**src/rtl/nibble_serial_adder.sv**
```systemverilog
// Multi-cycle adder: sums two WORDS-nibble operands one nibble per cycle, LSB first.
// Define NIBBLE_SERIAL_ADDER_OVF_EN to generate the signed-overflow flag on ovf_out.
module nibble_serial_adder #(
  parameter int unsigned WORDS = 4
) (
  input  logic               clk,
  input  logic               rst,
  input  logic               in_valid,
  output logic               in_ready,
  input  logic [4*WORDS-1:0] a_in,
  input  logic [4*WORDS-1:0] b_in,
  input  logic               cin_in,
  output logic               out_valid,
  input  logic               out_ready,
  output logic [4*WORDS-1:0] sum_out,
  output logic               cout_out,
  output logic               ovf_out,
  output logic               busy
);

  localparam int unsigned W    = 4 * WORDS;
  localparam int unsigned IdxW = (WORDS > 1) ? $clog2(WORDS) : 1;
  localparam logic [IdxW-1:0] LastIdx = IdxW'(WORDS - 1);

  typedef enum logic [1:0] {StIdle, StRun, StDone} state_e;

  state_e          state_q;
  logic [W-1:0]    a_q, b_q, sum_q;
  logic [IdxW-1:0] idx_q;
  logic            carry_q, cout_q, out_valid_q;

  logic [3:0] nib_a, nib_b, nib_sum;
  logic [4:0] c;

  // 4-bit ripple-carry stage; c[3]/c[4] bracket the top bit of the current nibble
  always_comb begin
    nib_a   = a_q[4*idx_q +: 4];
    nib_b   = b_q[4*idx_q +: 4];
    nib_sum = '0;
    c       = '0;
    c[0]    = carry_q;
    for (int i = 0; i < 4; i++) begin
      nib_sum[i] = nib_a[i] ^ nib_b[i] ^ c[i];
      c[i+1]     = (nib_a[i] & nib_b[i]) | (c[i] & (nib_a[i] ^ nib_b[i]));
    end
  end

  always_ff @(posedge clk) begin
    if (rst) begin
      state_q     <= StIdle;
      a_q         <= '0;
      b_q         <= '0;
      sum_q       <= '0;
      idx_q       <= '0;
      carry_q     <= 1'b0;
      cout_q      <= 1'b0;
      out_valid_q <= 1'b0;
    end else begin
      unique case (state_q)
        StIdle: begin
          if (in_valid) begin
            a_q     <= a_in;
            b_q     <= b_in;
            carry_q <= cin_in;
            idx_q   <= '0;
            sum_q   <= '0;
            state_q <= StRun;
          end
        end
        StRun: begin
          sum_q[4*idx_q +: 4] <= nib_sum;
          carry_q             <= c[4];
          if (idx_q == LastIdx) begin
            cout_q      <= c[4];
            out_valid_q <= 1'b1;
            state_q     <= StDone;
          end else begin
            idx_q <= idx_q + 1'b1;
          end
        end
        StDone: begin
          if (out_ready) begin
            out_valid_q <= 1'b0;
            state_q     <= StIdle;
          end
        end
        default: state_q <= StIdle;
      endcase
    end
  end

`ifdef NIBBLE_SERIAL_ADDER_OVF_EN
  logic ovf_q;

  always_ff @(posedge clk) begin
    if (rst) begin
      ovf_q <= 1'b0;
    end else if (state_q == StRun && idx_q == LastIdx) begin
      ovf_q <= c[3] ^ c[4];
    end
  end

  assign ovf_out = ovf_q;
`else
  assign ovf_out = 1'b0;
`endif

  assign in_ready  = (state_q == StIdle) && !rst;
  assign busy      = (state_q != StIdle);
  assign out_valid = out_valid_q;
  assign sum_out   = sum_q;
  assign cout_out  = cout_q;

endmodule

```
**config.mk**
```make
export PLATFORM = sky130hd
export DESIGN_NAME = nibble_serial_adder
export DESIGN_NICKNAME = d
export VERILOG_FILES = /design/src/rtl/nibble_serial_adder.sv
export SDC_FILE = /design/constraint.sdc
export NUM_CORES = 1
export LEC_CHECK = 0
export ABC_AREA = 1
export CAP_MARGIN = 5
export CORE_MARGIN = 2
export CORE_UTILIZATION = 50
export CTS_CLUSTER_DIAMETER = 150
export DETAILED_ROUTE_END_ITERATION = 12
export GPL_TIMING_DRIVEN = 0
export MAX_ROUTING_LAYER = met4
export PLACE_DENSITY = 0.83
export RECOVER_POWER = 50
export SLEW_MARGIN = 5
export SYNTH_ARGS = -nofsm -noshare
export SYNTH_HDL_FRONTEND = slang
export SYNTH_SLANG_ARGS = --single-unit
```
**constraint.sdc**
```tcl
create_clock -name clk -period 3.04 [get_ports clk]
set_input_delay 0.608 -clock clk [delete_from_list [all_inputs] [get_ports clk]]
set_output_delay 0.608 -clock clk [all_outputs]
set_load 0.1 [all_outputs]
```
# After elaboration in Yosys (flattened, before gate mapping)
# Index checks and enable logic that the tools add are counted.
# word_totals
in_bits,37
ff_bits,55
elab_cells,68
out_inout_bits,21
# classes
bitwise_logic,20
reduce_logical,12
shifts,4
n_eq_ne,7
n_addsub,2
n_mux,15
# ops
operator,n
4-bit negation with 34-bit output,1
4-bit by 34-bit variable shift with 16-bit output (first input constant),1
4-bit by 34-bit indexed part select with 16-bit output,1
16-bit one-hot mux with 2 select lines,1
16-bit by 5-bit indexed part select with 4-bit output,2
16-bit bitwise mux,1
16-bit two-way mux,1
2-bit two-way mux,5
3-bit AND reduction,3
1-bit AND,8
2-bit != test (second input constant),4
1-bit XOR,8
2-bit one-hot mux with 3 select lines,1
2-bit AND reduction,3
2-bit nonzero test,3
2-bit equality test (second input constant),2
1-bit bitwise OR,4
1-bit one-hot mux with 2 select lines,2
2-bit one-hot mux with 2 select lines,1
1-bit two-way mux,3
2-bit by 1-bit adder with 2-bit output (second input constant),1
2-bit by 1-bit equality test with 1-bit output (second input constant),1
2-bit logical NOT,1
1-bit logical AND,1
1-bit logical NOT,1

# Logic depth before layout (Yosys ltp)
# Gate-level depths: netlist of run 1.
# logic_depth
word_depth,12
mapped_depth,14

# Worst setup path before layout of run 1
# No wires, ideal clock.
# synth_path
path_type,register to output
from,register state_q[0]
to,output in_ready
required_ns,2.432
path_slack_ns,-0.145
n_path_buf,1
arrival_time_ns,2.577
stages_incl_launch_ff,5
cell_sequence,dfxtp_1 -> buf_6 -> inv_1 -> nand2_1 -> nor2_1
# synth_between
elab_chain_cells,2
# synth_rtl
element,line_no,text
start: declaration,27,state_e state_q;
start signal: assignment,50,state_q <= StIdle;
start signal: assignment,67,state_q <= StRun;
start signal: assignment,76,state_q <= StDone;
2-bit logical NOT,108,assign in_ready = (state_q == StIdle) && !rst;
1-bit logical AND,108,
end: declaration,9,"output logic in_ready,"
# No other way between the ends.

# Worst setup path in the final report of run 1
# layout_path
from,input rst
to,output in_ready
# layout_between
elab_chain_cells,2
# layout_rtl
element,line_no,text
start: declaration,7,"input logic rst,"
1-bit logical NOT,108,
1-bit logical AND,108,
# No other way between the ends.

==> impl_metrics.toml, run 1 <==
[yosys]
syn_nets = 397
synth.cell_area_um2 = 2517
synth_top_cell_area_share = 0.4374
yosys_register_bits = 55
synth_cell_type_count = 21
syn_area_per_cell_um2 = 7.172
synth_sequential_area_ratio = 0.4374
synth_top_cells_by_area = "sky130_fd_sc_hd__dfxtp_1 44%, sky130_fd_sc_hd__nor2_1 15%, sky130_fd_sc_hd__o21ai_0 9.5%"
yosysWarnings = 0
synth_top_cell_by_area = "sky130_fd_sc_hd__dfxtp_1"
netlist_instances = 351

[die]
ioPinCount = 58
die_area_um2 = 5618
number_of_cell_rows = 25
die_height_um = 74.96
floorplan.die.width_um = 74.96
core_um2 = 4786
initial_core_utilization = 0.5260

[setup_path]
endpoint_kind = "primary output"
worstSetupStartpointType = "input port"
cp_data_required_time_ns = 2.43
worstPathCellList = "clkdlybuf4s50_1 > clkbuf_1 > nor2_2 > dlygate4sd2_1"
critPathSlowestCell = "sky130_fd_sc_hd__dlygate4sd2_1"
worst_ep_arrival_time_ns = 2.34
slowest_cell_delay_on_critical_path_ns = 0.85
timing.setup.critical_path_class = "input port to primary output"
critical_path.max_fanout = 10

[clock_tree]
cts_hold_buf = 0
cts_max_path_buffers = 2
cts_made_buffers = 5
clk_latency_ns = 0.31
clk_pin_slew_ns = 0.09
tritoncts = "yes"
htreeDepth = 2
cts_num_sinks = 55
clock-root-buffer = "sky130_fd_sc_hd__clkbuf_8"

[timing]
rsz_0062_raised_after_global_routing = "false"
max_clk_rate_mhz = 338.6
finalWorstPathRequiredPeriod_ns = 2.953
max_slew_margin = 0.3506
timing_max_transition_violations_final = 0
worst_pin_slew_ns = 0.9710
final-hold-violation-count = 0
report.final.setup_viol = 0
clock_skews_ns = 0.004872
finalCritPeriodShare = 0.9714

[cells_and_area]
final_layout_size_suffix_gt1_frac = 0.05301
postLayoutCellArea_um2 = 3253
area.growth.synth_to_final_pct = 29.22
final_common_cell = "sky130_fd_sc_hd__nor2_1"
diodes = 0
mostFrequentLayoutCells = "97 x sky130_fd_sc_hd__nor2_1, 54 x sky130_fd_sc_hd__clkdlybuf4s50_1, 53 x sky130_fd_sc_hd__dfxtp_1"
utilization_of_the_core_after_routing = 0.6797
nets = 460

[routing]
ant_nets = 0
first_iter_violations = 184
route.vias.total = 2419
totalWireLength_um = 5796
firstDrtPassIters = 4
route.detailed.vias_per_inst = 5.019
wl_per_cell_um = 12.02
drt_drc_violations_left = 0

[job]
number_of_maximum_capacitance_violations = 0

[placement]
gpl.final_weighted_congestion = 0.8755
place.detailed.hpwl_um = 4556
dpl_cell_area_um2 = 3164
count_of_port_buffers_added_during_placement = 56

[status]
run_status = "complete, no violations"

[pwr]
total_power_mw = 1.625
leak_nw = 1.300
vdd_ir_drop_max_mv = 0.3222
power.density_nw_per_um2 = 499.5

[grt]
global_route.overflow_total = 0
grt_pass1_wl_um = 9653
number_of_global_route_vias_before_repair = 2357
grt_start_max_net_pins = 16
grt_use_total = 0.2315
grt_antenna_before_repair = 0

[worst_hold_path]
hold_path.class = "register to register"
## timing repair
action                                  4_1_cts  5_1_grt
resized for setup                             4        8
endpoints found under the setup margin        5        4
setup buffers                                 0        0
## where the power goes
part	switching, mW	internal [mW]	total, mW
Combinational	0.246	0.150	0.396
Clock	0.226	0.208	0.434
Sequential	0.0288	0.766	0.795
Total	0.500	1.12	1.62
## cell families (layout without fill, tap and decap cells)
logic type	after synthesis	count (layout)	synth area share
compound gates	78	78	0.1571
fa+ha+maj	9	9	0.05666
buf+inv	38	102	0.07008
flops	55	55	0.4374
other cells	1	1	0.001490
simple gates	170	170	0.2773
## flip-flops by register name (all words and copies together), names as in the netlist
signal / count
carry_q: 1
cout_out: 1
out_valid: 1
idx_q: 2
state_q: 2
a_q: 16
sum_out: 16
b_q: 16
## worst paths after layout
kind	slack (ns)	start	depth (start not counted)	to
min	0.46	a_q[1]$_SDFFE_PP0P_	2	a_q[1]$_SDFFE_PP0P_
min reg2reg	0.46	a_q[1]$_SDFFE_PP0P_	2	a_q[1]$_SDFFE_PP0P_
max reg2reg	0.18	idx_q[0]$_SDFFE_PP0P_	14	sum_out[15]$_SDFFE_PP0P_
max	0.09	rst	4	in_ready
## per-layer routing
| metal | wire length [um] | GRT usage |
|---|---|---|
| met5 | 0 | - |
| met4 | 155 | 0.09921 |
| met2 | 2966 | 0.4055 |
| met1 | 2410 | 0.2594 |
| met3 | 264 | 0.03748 |
## synth_stat cells
master,number
sky130_fd_sc_hd__nand2_4,1
sky130_fd_sc_hd__inv_1,15
sky130_fd_sc_hd__conb_1,1
sky130_fd_sc_hd__a21oi_1,26
sky130_fd_sc_hd__fa_1,4
sky130_fd_sc_hd__o21ai_0,48
sky130_fd_sc_hd__buf_2,6
sky130_fd_sc_hd__nand3b_1,3
sky130_fd_sc_hd__nand2_1,40
sky130_fd_sc_hd__o22ai_1,4
sky130_fd_sc_hd__nor3_1,2
sky130_fd_sc_hd__ha_1,5
sky130_fd_sc_hd__buf_6,3
sky130_fd_sc_hd__nor2_4,1
sky130_fd_sc_hd__nand3_1,25
sky130_fd_sc_hd__clkbuf_1,10
sky130_fd_sc_hd__buf_4,1
sky130_fd_sc_hd__inv_2,2
sky130_fd_sc_hd__clkinv_1,1
sky130_fd_sc_hd__dfxtp_1,55
sky130_fd_sc_hd__nor2_1,98
## stage by stage
step / setup slack, ns / hold WS, ns / std cells / TNS, ns
floorplan: 0.3073 / 0.4240 / 351 / 0
global placement: -0.2008 / 0.4426 / 474 / -0.2008
detailed placement: -0.2069 / 0.4498 / 474 / -0.2580
CTS: 0.02194 / 0.4625 / 482 / 0
global route: 0.001083 / 0.4915 / 482 / 0
finish: 0.08704 / 0.4584 / 482 / 0
## layout make-up
class,count,area (um2)
inverters,18,68.82
clock buffers,8,100.1
repair buffers,56,559.3
fillers,445,1533
plain buffers,20,96.34
multi-input cells,258,1239
well taps,67,83.83
flip-flops and latches,55,1106
## worst max-delay path, delay by kind of cell
family	cells	cell delay, ns
buf+inv	3	1.59
simple gates	1	0.15
(Power assumes the default switching activity.)
==> run 2, diff against run 1 <==
==> constraint.sdc (replaced) <==
create_clock -name clk -period 3.04 [get_ports clk]
set_input_delay 0.76 -clock clk [delete_from_list [all_inputs] [get_ports clk]]
set_output_delay 0.76 -clock clk [all_outputs]
set_load 0.1 [all_outputs]
==> run 2 against run 1 <==
Compared with the run above: combinational power about the same; die area unchanged; worst hold slack about the same; sequential cell count unchanged; critical path type unchanged; clock power about the same; global-route usage unchanged.
==> impl_metrics.toml, run 2 (same netlist as run 1, synthesis figures left out) <==
[setup_path]
timing.setup.critical_path_class = "input port to primary output"
slowest_cell_delay_on_critical_path_ns = 0.55
reg2reg_slack_ns = 0.18
critical_path.max_fanout = 10
cp_data_required_time_ns = 2.28
critical_path_buf_inv_count = 3
timing.rr.start = "idx_q[0]$_SDFFE_PP0P_"
worstSetupStartpointType = "input port"
endpoint_kind = "primary output"
r2r-end = "sum_out[15]$_SDFFE_PP0P_"
worstPathCellList = "clkdlybuf4s50_1 > clkbuf_2 > nor2_2 > clkdlybuf4s15_2"
worst_ep_arrival_time_ns = 2.16
worstRegToRegCells = 14
critPathSlowestCell = "sky130_fd_sc_hd__clkdlybuf4s15_2"
cpLargestDelayFamily = "buffers and inverters"

[placement]
post-place-ws_ns = -0.5109
count_of_port_buffers_added_during_placement = 56
place.detailed.hpwl_um = 4556
numPlacedInstances = 474
gpl.final_weighted_congestion = 0.8755

[die]
die_area_um2 = 5618
die_height_um = 74.96
initial_core_utilization = 0.5260
floorplan.die.width_um = 74.96
number_of_cell_rows = 25
ioPinCount = 58
core_um2 = 4786

[clock_tree]
cts_made_buffers = 5
tritoncts = "yes"
htreeDepth = 2
clk_latency_ns = 0.31
postCtsSetupBuffers = 0
clock-root-buffer = "sky130_fd_sc_hd__clkbuf_8"
cts_num_sinks = 55
clk_pin_slew_ns = 0.09
cts_max_path_buffers = 2

[timing]
finalCritPeriodShare = 0.9615
worst_pin_slew_ns = 0.9709
timing.hold.ws_ns = 0.4584
rsz_0062_raised_after_global_routing = "false"
max_slew_margin = 0.3507
timing_max_transition_violations_final = 0
clock_skews_ns = 0.005734
finalWorstPathRequiredPeriod_ns = 2.923
setup_ws_ns = 0.1171
final-hold-violation-count = 0
max_clk_rate_mhz = 342.1
report.final.setup_viol = 0

[job]
number_of_maximum_capacitance_violations = 0

[routing]
first_iter_violations = 202
route.detailed.vias_per_inst = 5.031
firstDrtPassIters = 4
wl_per_cell_um = 12.06
route.vias.total = 2425
totalWireLength_um = 5814
ant_nets = 0
drt_drc_violations_left = 0

[pwr]
vdd_ir_drop_max_mv = 0.3223
power.internal_mw = 1.125
power.net_switching_uw = 502.3
total_power_mw = 1.627
leak_nw = 1.300
power.density_nw_per_um2 = 499.8
clockPowerShare = 0.268
power.switching_fraction = 0.3087
comb_power_share = 0.244
seq_power_share = 0.489

[worst_hold_path]
timing.hold.worst_endpoint = "a_q[1]$_SDFFE_PP0P_"
holdCritStartpoint = "a_q[1]$_SDFFE_PP0P_"
hold_path.class = "register to register"
worstHoldPathCells = 2

[cells_and_area]
number_of_standard_cells_in_the_layout_taps_in_and_fillers_out = 482
final_common_cell = "sky130_fd_sc_hd__nor2_1"
nets = 460
mostFrequentLayoutCells = "97 x sky130_fd_sc_hd__nor2_1, 54 x sky130_fd_sc_hd__clkdlybuf4s50_1, 53 x sky130_fd_sc_hd__dfxtp_1"
final_layout_size_suffix_gt1_frac = 0.05542
area.growth.synth_to_final_pct = 29.32
utilization_of_the_core_after_routing = 0.6803
diodes = 0

[grt]
grt_start_max_net_pins = 16
grt_pass1_wl_um = 9653
grt_antenna_before_repair = 0
global_route.overflow_total = 0
number_of_global_route_vias_before_repair = 2357
grt_use_total = 0.2315

[status]
run_status = "complete, no violations"
run 2: per-layer routing:
layer,share of wire,GRT usage,wire length (um),up-vias
li1,-,-,-,1259
met1,0.42,0.2594,2424,1095
met2,0.52,0.4055,3014,59
met3,0.043,0.03748,252,12
met4,0.021,0.09921,122,0
met5,0,-,0,-
run 2: what timing repair did:
action / CTS / global route
gates cloned: 0 / 0
endpoints found under the setup margin: 5 / 5
hold buffers: 0 / 0
resized for setup: 6 / 9
run 2: power by group through the flow:
stage | clock network, mW | registers, mW | logic [mW]
detailed placement | 0 | 0.812 | 0.400
finish | 0.436 | 0.795 | 0.396
global placement | 0 | 0.810 | 0.390
CTS | 0.438 | 0.795 | 0.402
global route | 0.469 | 0.801 | 0.441
floorplan | 0 | 0.839 | 0.241
run 2: per-stage QoR:
| step | instance area [um2] | TNS [ns] |
|---|---|---|
| after floorplan | 2520 | 0 |
| after global placement | 3164 | -0.5048 |
| after detailed placement | 3164 | -0.5620 |
| after CTS | 3269 | 0 |
| after global routing | 3256 | 0 |
| final | 3256 | 0 |
run 2: area by class of cell:
| type | count | area, um2 |
|---|---|---|
| plain buffers | 20 | 96.34 |
| well taps | 67 | 83.83 |
| fillers | 440 | 1530 |
| repair buffers | 56 | 561.8 |
| multi-input cells | 258 | 1239 |
| clock buffers | 8 | 100.1 |
| flip-flops and latches | 55 | 1106 |
| inverters | 18 | 68.82 |
run 2: how the worst max path moves through the flow:
stage | from | end | slack, ns | cells past startpoint
after detailed placement | rst | in_ready | -0.51 | 4
after floorplan | state_q[0]$_SDFFE_PP0P_ | in_ready | 0.16 | 4
after global placement | rst | in_ready | -0.50 | 4
final | rst | in_ready | 0.12 | 4
after CTS | idx_q[0]$_SDFFE_PP0P_ | sum_out[15]$_SDFFE_PP0P_ | 0.02 | 14
after global routing | idx_q[0]$_SDFFE_PP0P_ | sum_out[15]$_SDFFE_PP0P_ | 0.02 | 14
run 2: worst register-to-register path, delay by kind of cell (launching register included):
kind                       cells  cell delay, ns
and+or+nand+nor                5            0.45
adders and majority gates      4            1.44
buffers and inverters          3            0.34
AOI/OAI and AO/OA              2            0.13
DFF                            1            0.38
==> run 3, diff against run 2 <==
--- a/config.mk
+++ b/config.mk
@@ -14,7 +14,6 @@
 export GPL_TIMING_DRIVEN = 0
 export MAX_ROUTING_LAYER = met4
 export PLACE_DENSITY = 0.83
-export RECOVER_POWER = 50
 export SLEW_MARGIN = 5
 export SYNTH_ARGS = -nofsm -noshare
 export SYNTH_HDL_FRONTEND = slang
==> run 3 against run 2 <==
Compared with the run above: fmax rose by 0.15%; sequential power barely moved; final cell count did not move; critical path depth fell by 1; worst hold slack barely moved.
==> impl_metrics.toml, run 3 (same netlist as run 1, synthesis figures left out) <==
[cells_and_area]
final_layout_size_suffix_gt1_frac = 0.07229
number_of_standard_cells_in_the_layout_taps_in_and_fillers_out = 482
final_common_cell = "sky130_fd_sc_hd__nor2_1"
mostFrequentLayoutCells = "97 x sky130_fd_sc_hd__nor2_1, 55 x sky130_fd_sc_hd__clkdlybuf4s50_1, 53 x sky130_fd_sc_hd__dfxtp_1"
final.fill_count = 436
nets = 460
diodes = 0
area.growth.synth_to_final_pct = 30.37

[clock_tree]
clock-root-buffer = "sky130_fd_sc_hd__clkbuf_8"
cts_num_sinks = 55
tritoncts = "yes"
cts_max_path_buffers = 2
cts_hold_buf = 0
clk_latency_ns = 0.31
clk_pin_slew_ns = 0.09
cts_made_buffers = 5
htreeDepth = 2

[routing]
route.detailed.vias_per_inst = 5.027
wl_per_cell_um = 12.14
drt_drc_violations_left = 0
totalWireLength_um = 5850
ant_nets = 0
route.vias.total = 2423
firstDrtPassIters = 4
first_iter_violations = 214

[job]
number_of_maximum_capacitance_violations = 0

[status]
run_status = "complete, no violations"

[setup_path]
worst_ep_arrival_time_ns = 2.16
timing.setup.critical_path_class = "register to primary output"
critical_path.max_fanout = 7
endpoint_kind = "primary output"
critPathSlowestCell = "sky130_fd_sc_hd__clkdlybuf4s50_1"
worstPathCellList = "inv_2 > nand2_1 > clkdlybuf4s50_1"
slowest_cell_delay_on_critical_path_ns = 1.13
worstSetupStartpointType = "register"
critPathLaunch = "state_q[1]$_SDFFE_PP0P_"
critical_path_buf_inv_count = 2
timing.rr.start = "idx_q[0]$_SDFFE_PP0P_"
cpLargestDelayFamily = "buffers and inverters"
cp_data_required_time_ns = 2.28

[timing]
max_slew_margin = 0.3508
clock_skews_ns = 0.005688
report.final.setup_viol = 0
timing_max_transition_violations_final = 0
max_clk_rate_mhz = 342.6
rsz_0062_raised_after_global_routing = "false"
finalCritPeriodShare = 0.9600
finalWorstPathRequiredPeriod_ns = 2.918
worst_pin_slew_ns = 0.9708
timing.hold.ws_ns = 0.4584
final-hold-violation-count = 0

[pwr]
leak_nw = 1.318
power.internal_mw = 1.130
seq_power_share = 0.486
power.density_nw_per_um2 = 498.4
vdd_ir_drop_max_mv = 0.3224
power.switching_fraction = 0.3094
power.net_switching_uw = 506.1
comb_power_share = 0.247
clockPowerShare = 0.267

[worst_hold_path]
hold_path.class = "register to register"
holdCritStartpoint = "a_q[1]$_SDFFE_PP0P_"

[grt]
number_of_global_route_vias_before_repair = 2357
grt_antenna_before_repair = 0
grt_start_max_net_pins = 16
grt_use_total = 0.2315
global_route.overflow_total = 0
grt_pass1_wl_um = 9653

[die]
die_height_um = 74.96
die_area_um2 = 5618
floorplan.die.width_um = 74.96
number_of_cell_rows = 25
ioPinCount = 58
initial_core_utilization = 0.5260
core_um2 = 4786

[placement]
count_of_port_buffers_added_during_placement = 56
gpl.final_weighted_congestion = 0.8755
numPlacedInstances = 474
place.detailed.hpwl_um = 4556
-- run 3: timing repair --
action	in CTS	in global routing
resized for setup	6	9
pin swaps	0	0
buffers inserted	0	0
setup endpoints to repair	5	5
-- run 3: worst paths after layout --
check / endpoint / slack, ns / depth (start not counted)
min reg2reg: a_q[1]$_SDFFE_PP0P_ / 0.46 / 2
min: a_q[1]$_SDFFE_PP0P_ / 0.46 / 2
max reg2reg: sum_out[15]$_SDFFE_PP0P_ / 0.18 / 14
max: busy / 0.12 / 3
-- run 3: power by group through the flow --
stage | Combinational (mW) | Sequential, mW | Clock, mW
2_1_floorplan | 0.241 | 0.839 | 0
3_3_place_gp | 0.390 | 0.810 | 0
3_5_place_dp | 0.400 | 0.812 | 0
4_1_cts | 0.402 | 0.795 | 0.438
5_1_grt | 0.447 | 0.801 | 0.469
6_report | 0.403 | 0.795 | 0.437
-- run 3: area by class of cell --
type,instances,area (um2),area share
multi-input combinational,258,1246,0.3797
inverter,18,68.82,0.02097
clock buffer,8,100.1,0.03050
tap,67,83.83,0.02554
buffer,20,115.1,0.03507
timing repair buffer,56,561.8,0.1712
sequential,55,1106,0.3370
-- run 3: through the flow --
stage / setup slack [ns] / total power [mW] / cell area (um2) / setup TNS [ns] / util
after global routing: 0.01542 / 1.717 / 3282 / 0 / 0.6858
after CTS: 0.02194 / 1.636 / 3269 / 0 / 0.6831
after global placement: -0.5048 / 1.200 / 3164 / -0.5048 / 0.6612
final: 0.1215 / 1.636 / 3282 / 0 / 0.6858
after floorplan: 0.1553 / 1.080 / 2520 / 0 / -
after detailed placement: -0.5109 / 1.212 / 3164 / -0.5620 / 0.6612
-- run 3: per-layer routing --
layer  track usage  vias up  part of all wire  wire (um)
met5             -        -                 0          0
met4       0.09921        0             0.021        123
met3       0.03748       12             0.043        251
met2        0.4055       63              0.52       3039
met1        0.2594     1087              0.42       2436
li1              -     1261                 -          -
-- run 3: worst reg2reg max path, delay by kind of cell (launching register included) --
| kind | cells | cell delay [ns] |
|---|---|---|
| AOI/OAI and AO/OA | 2 | 0.13 |
| adders and majority gates | 4 | 1.44 |
| buffers and inverters | 3 | 0.34 |
| DFF | 1 | 0.38 |
| and+or+nand+nor | 5 | 0.45 |
